===== src/rtl/mem_arb_pkg.sv =====
// Shared types for the instruction/data memory port arbiter.
package mem_arb_pkg;
  localparam int CNT_W = 4;

  typedef enum logic [1:0] {IDLE, ISSUE, WAIT} state_t;
  typedef enum logic {OWN_IF, OWN_DM} owner_t;
endpackage


===== src/rtl/arb_starve_counter.sv =====
// Saturating count of data grants that bypassed a waiting fetch.
module arb_starve_counter
  import mem_arb_pkg::*;
#(
  parameter int MAX = 4
) (
  input  logic clk,
  input  logic reset,
  input  logic inc,
  input  logic clr,
  output logic sat
);
  logic [CNT_W-1:0] count;

  always_ff @(posedge clk) begin
    if (reset) begin
      count <= '0;
    end else if (clr) begin
      count <= '0;
    end else if (inc && !sat) begin
      count <= count + 1'b1;
    end
  end

  assign sat = (count == CNT_W'(MAX));
endmodule


===== src/rtl/mem_port_arbiter.sv =====
// Shares one single-port memory between instruction fetch and the data stage,
// one access in flight, data first with a starvation cap for fetch.
module mem_port_arbiter
  import mem_arb_pkg::*;
#(
  parameter int ADDR_W     = 32,
  parameter int DATA_W     = 32,
  parameter int MEM_LAT    = 2,
  parameter int STARVE_MAX = 4
) (
  input  logic              clk,
  input  logic              reset,
  input  logic              if_req,
  input  logic [ADDR_W-1:0] if_addr,
  output logic              if_ready,
  input  logic              if_flush,
  output logic              if_rvalid,
  output logic [DATA_W-1:0] if_rdata,
  input  logic              dm_req,
  input  logic              dm_we,
  input  logic [ADDR_W-1:0] dm_addr,
  input  logic [DATA_W-1:0] dm_wdata,
  output logic              dm_ready,
  output logic              dm_rvalid,
  output logic [DATA_W-1:0] dm_rdata,
  output logic              mem_en,
  output logic              mem_we,
  output logic [ADDR_W-1:0] mem_addr,
  output logic [DATA_W-1:0] mem_wdata,
  input  logic [DATA_W-1:0] mem_rdata
);
  // Handshake: a request is taken in the cycle where req && ready; the requester
  // holds its request fields stable until then. ready is high only in IDLE, only
  // for the arbitration winner, and never while reset is asserted.

  state_t           state;
  owner_t           owner;
  logic             we_q;
  logic             drop;
  logic [CNT_W-1:0] lat_cnt;
  logic             starve_sat;
  logic             idle;
  logic             if_win;
  logic             dm_win;
  logic             resp;

  assign idle     = (state == IDLE) && !reset;
  assign if_win   = if_req && (!dm_req || starve_sat);
  assign dm_win   = dm_req && !if_win;
  assign if_ready = idle && if_win;
  assign dm_ready = idle && dm_win;

  arb_starve_counter #(.MAX(STARVE_MAX)) u_starve (
    .clk   (clk),
    .reset (reset),
    .inc   (dm_ready && if_req),
    .clr   (if_ready || !if_req),
    .sat   (starve_sat)
  );

  // A flush seen in the response cycle itself also discards the fetch data.
  assign resp      = !reset && (state == WAIT) && (lat_cnt == '0);
  assign if_rvalid = resp && (owner == OWN_IF) && !drop && !if_flush;
  assign dm_rvalid = resp && (owner == OWN_DM);
  assign if_rdata  = if_rvalid ? mem_rdata : '0;
  assign dm_rdata  = dm_rvalid ? mem_rdata : '0;

  always_ff @(posedge clk) begin
    if (reset) begin
      state     <= IDLE;
      owner     <= OWN_IF;
      we_q      <= 1'b0;
      drop      <= 1'b0;
      lat_cnt   <= '0;
      mem_en    <= 1'b0;
      mem_we    <= 1'b0;
      mem_addr  <= '0;
      mem_wdata <= '0;
    end else begin
      mem_en    <= 1'b0;
      mem_we    <= 1'b0;
      mem_addr  <= '0;
      mem_wdata <= '0;
      case (state)
        IDLE: begin
          drop <= 1'b0;
          if (dm_ready) begin
            mem_en    <= 1'b1;
            mem_we    <= dm_we;
            mem_addr  <= dm_addr;
            mem_wdata <= dm_wdata;
            owner     <= OWN_DM;
            we_q      <= dm_we;
            state     <= ISSUE;
          end else if (if_ready) begin
            mem_en   <= 1'b1;
            mem_addr <= if_addr;
            owner    <= OWN_IF;
            we_q     <= 1'b0;
            state    <= ISSUE;
          end
        end
        ISSUE: begin
          if (owner == OWN_IF && if_flush) drop <= 1'b1;
          if (we_q) begin
            state <= IDLE;
          end else begin
            lat_cnt <= CNT_W'(MEM_LAT - 1);
            state   <= WAIT;
          end
        end
        WAIT: begin
          if (lat_cnt == '0) begin
            drop  <= 1'b0;
            state <= IDLE;
          end else begin
            if (owner == OWN_IF && if_flush) drop <= 1'b1;
            lat_cnt <= lat_cnt - 1'b1;
          end
        end
        default: state <= IDLE;
      endcase
    end
  end
endmodule


===== config.mk =====
export PLATFORM = sky130hd
export DESIGN_NAME = mem_port_arbiter
export DESIGN_NICKNAME = d
export VERILOG_FILES = /design/src/rtl/mem_arb_pkg.sv /design/src/rtl/arb_starve_counter.sv /design/src/rtl/mem_port_arbiter.sv
export SDC_FILE = /design/constraint.sdc
export NUM_CORES = 1
export LEC_CHECK = 0
export CORE_MARGIN = 2
export CORE_UTILIZATION = 34
export DETAILED_ROUTE_END_ITERATION = 16
export PLACE_DENSITY = 0.81
export SYNTH_ARGS = -nofsm -noshare
export SYNTH_HDL_FRONTEND = slang
export SYNTH_SLANG_ARGS = --single-unit

===== constraint.sdc =====
create_clock -name clk -period 2.1 [get_ports clk]
set_input_delay 0.21 -clock clk [delete_from_list [all_inputs] [get_ports clk]]
set_output_delay 0.21 -clock clk [all_outputs]
set_load 0.1 [all_outputs]

==> metrics.log <==
[metrics] run status: completed
[metrics] met1 layer usage reported by global route: 0.232
[metrics] Max FO, Critical Path: 8
[metrics] number of top-level pins: 268
[metrics] Syn Nets: 523
[metrics] Max transition margin: 0.707
[metrics] shortest clock period the worst path allows after layout: 2.07 ns
[metrics] startpoint kind of the worst setup timing path: flop
[metrics] standard-cell row count: 37
[metrics] drc violations: 0
[metrics] average size of a mapped cell: 9.32 um2
[metrics] Total GRT Usage: 0.233
[metrics] maximum number of pins on one net before global-route repair: 65
[metrics] Worst Hold Class: in2reg
[metrics] Initial Util: 0.347
[metrics] Root Buffer Master: clkbuf_8
[metrics] maximum ir drop on the vdd rail: 0.500 mV
[metrics] mapped cell area: 3550 um2
[metrics] PD cells: 770 nW/um2
[metrics] Distinct cells, synth: 40
[metrics] buffer levels on the longest clock path: 2
[metrics] largest area contributor in the netlist: dfxtp_1
[metrics] biggest area contributors in the synthesized netlist: dfxtp_1, and2_1, mux2i_1, nand3_1, nand2_1
[metrics] Worst EP arrival: 1.86 ns
[metrics] Placeable Area: 10200 um2
[metrics] worst-skew pair later-pin latency: 0.35 ns
[metrics] DR iter-0 viols: 186
[metrics] floorplan die area: 11300 um2
[metrics] TritonCTS Buffers: 9
[metrics] number of nets with antenna violations after detailed routing: 0
[metrics] met2 usage in global routing: 0.433
[metrics] share of layout cells above drive strength 1: 0.396
[metrics] Register-to-Register Setup Slack: 0.33 ns
[metrics] total power of the final layout: 5710 uW
[metrics] final routed wirelength across all metal layers: 13600 um
[metrics] leakage power: 0.00313 uW
[metrics] global route overflow: 0
[metrics] first-pass GRT wire length: 20300 um
[metrics] number of levels in the clock H-tree: 3
[metrics] Final Hold Violating Endpoints: 0
[metrics] antenna cell count: 0
[metrics] post-synthesis sequential area ratio: 0.446
[metrics] Net count, final: 803
[metrics] vertical die dimension: 106 um
[metrics] synthesized instance count: 381
[metrics] Max Clock Freq: 483 MHz
[metrics] global routing usage on met3: 0.0809
[metrics] number of antenna violations at the first check in global routing: 0
[metrics] Die Span X: 106 um
[metrics] drt wl/cell: 16.9 um
[metrics] half-perimeter wire length of the detailed placement result: 9970 um
[metrics] worst hold margin: 0.410 ns
[metrics] synthesized flop and latch total: 79
[metrics] post-route clock period utilization: 0.986
[metrics] total via count in the routed design: 3819
[metrics] final-report setup violation count: 0
[metrics] top-area cell type share of the netlist area: 0.446
[metrics] Vias per Instance: 4.76
[metrics] sequential cell area: 1590 um2
[metrics] number of global-route vias before repair: 3779
[metrics] Slew Limit Fails: 0
[metrics] unrepaired setup endpoints after global routing: true
[metrics] kind of capture point of the worst setup path: output pin
[metrics] sink count of the clock tree: 79
[metrics] number of buffers added on ports: 267
[metrics] area of the multi-input gates: 2060 um2
[metrics] Pre-antenna DRT Iters: 4
[metrics] Layout Area Growth over Synthesis: 109%
[metrics] YS warnings: 0
[metrics] actual transition at the worst max-transition pin: 0.440 ns
[metrics] count of max-cap constraint violations: 0
[metrics] clock skew after layout: 0.00812 ns
[metrics] Final Wtd Congestion: 0.877
[metrics] CTS tree: built
[metrics] Final Core Density: 0.726
[metrics] post-CTS clock slew at the launch and capture registers of the worst setup and hold paths: 0.08 ns
[metrics] most utilized layer in the global route result: met2
[metrics] kind of critical path: reg2out
[metrics] number of inserted filler cells in the final layout: 683
[metrics] WP data required: 1.89 ns
[state kept, by name, summed over array words and instances, names as in the netlist]
signal,cells
drop,1
mem_en,1
lat_cnt,4
mem_we,1
mem_wdata,32
owner,1
u_starve.count,4
state,2
mem_addr,32
we_q,1
[final timing paths]
| check | from | end | cells after the start |
|---|---|---|---|
| hold reg to reg | lat_cnt[1] | lat_cnt[1] | 2 |
| setup reg to reg | lat_cnt[1] | lat_cnt[2] | 7 |
| hold / removal | dm_wdata[8] | mem_wdata[8] | 2 |
| setup / recovery | lat_cnt[0] | dm_rdata[1] | 6 |
[Yosys cell counts (all sizes together)]
master and number:
a211oi 3, a21boi 1, a21o 1, a21oi 8
a22oi 1, a31oi 1, a32o 1, and2 98
and3 3, and3b 1, and4b 2, and4bb 1
buf 19, clkbuf 7, dfxtp 79, ha 8
inv 8, mux2i 36, nand2 41, nand3 35
nand3b 4, nand4 4, nand4b 2, nor2 4
nor2b 2, nor3 2, nor4 2, nor4b 1
o21ai 1, o31ai 2, or3 1, or3b 2
[per-layer routing]
metal,wire [um],vias up
li1,-,1840
met1,4740,1764
met2,7070,180
met3,1200,35
met4,529,0
met5,0,-
[placed cells by master (no fill, tap or decap), drive strengths merged]
cell type      count
clkdlybuf4s50    133
bufinv             2
or3b               2
o21ai              1
a21o               1
clkbuf             9
nor2               4
a21boi             1
and3b              1
inv                8
a211oi             3
nand3b             4
nand4              4
a22oi              1
a32o               1
dfxtp             79
nand4b             2
a21oi              8
nor3               2
nand3             35
or3                1
and4bb             2
clkinv             3
clkinvlp           2
mux2i             36
ha                 8
nand2             41
nor2b              2
o31ai              2
and4b              2
and2              98
nor4               2
buf              153
and3              11
nor4b              1
a31oi              1
[repair_timing]
action                     CTS  global route
setup endpoints to repair   67            65
hold buffers                 0             0
hold endpoints to repair     0             0
setup buffers                7             2
cloned                       9             1
pin swaps                    8            13
resized for setup           27            18
[power by group]
group / internal [uW] / switching (uW)
sequential: 1680 / 103
combinational: 903 / 1790
clock: 670 / 568
[stage by stage]
stage / worst slack [ns] / area, um2 / instances / TNS (ns)
CTS: 0.0000320 / 7360 / 799 / 0
finish: 0.0299 / 7420 / 802 / 0
global placement: 0.0372 / 6950 / 767 / 0
global route: -0.0361 / 7420 / 802 / -0.591
detailed placement: -0.0266 / 6950 / 767 / -0.347
floorplan: -0.167 / 3660 / 381 / -0.167
[cell type report]
class,count,share of cell area
clock buffers,9,0.0167
clock inverters,7,0.0131
inverters,8,0.00438
multi-input cells,277,0.277
flip-flops and latches,79,0.214
well taps,136,0.0229
repair buffers,286,0.452
[worst max-delay path, stage by stage (launching register included)]
cell      delay, ns
dfxtp_2        0.34
inv_2          0.07
ha_4           0.15
and4bb_4       0.32
and3_2         0.26
and2_2         0.19
buf_12         0.17
[kinds of logic after synthesis]
kind of cell	after synthesis	share of synthesized area
multiplexers	36	0.102
AND/OR/NAND/NOR	205	0.329
flip-flops	79	0.446
AO/OA/AOI/OAI	19	0.0409
buffers and inverters	34	0.0550
adder cells (fa/ha/maj)	8	0.0282
No activity file was read; power rests on OpenSTA's default activity.
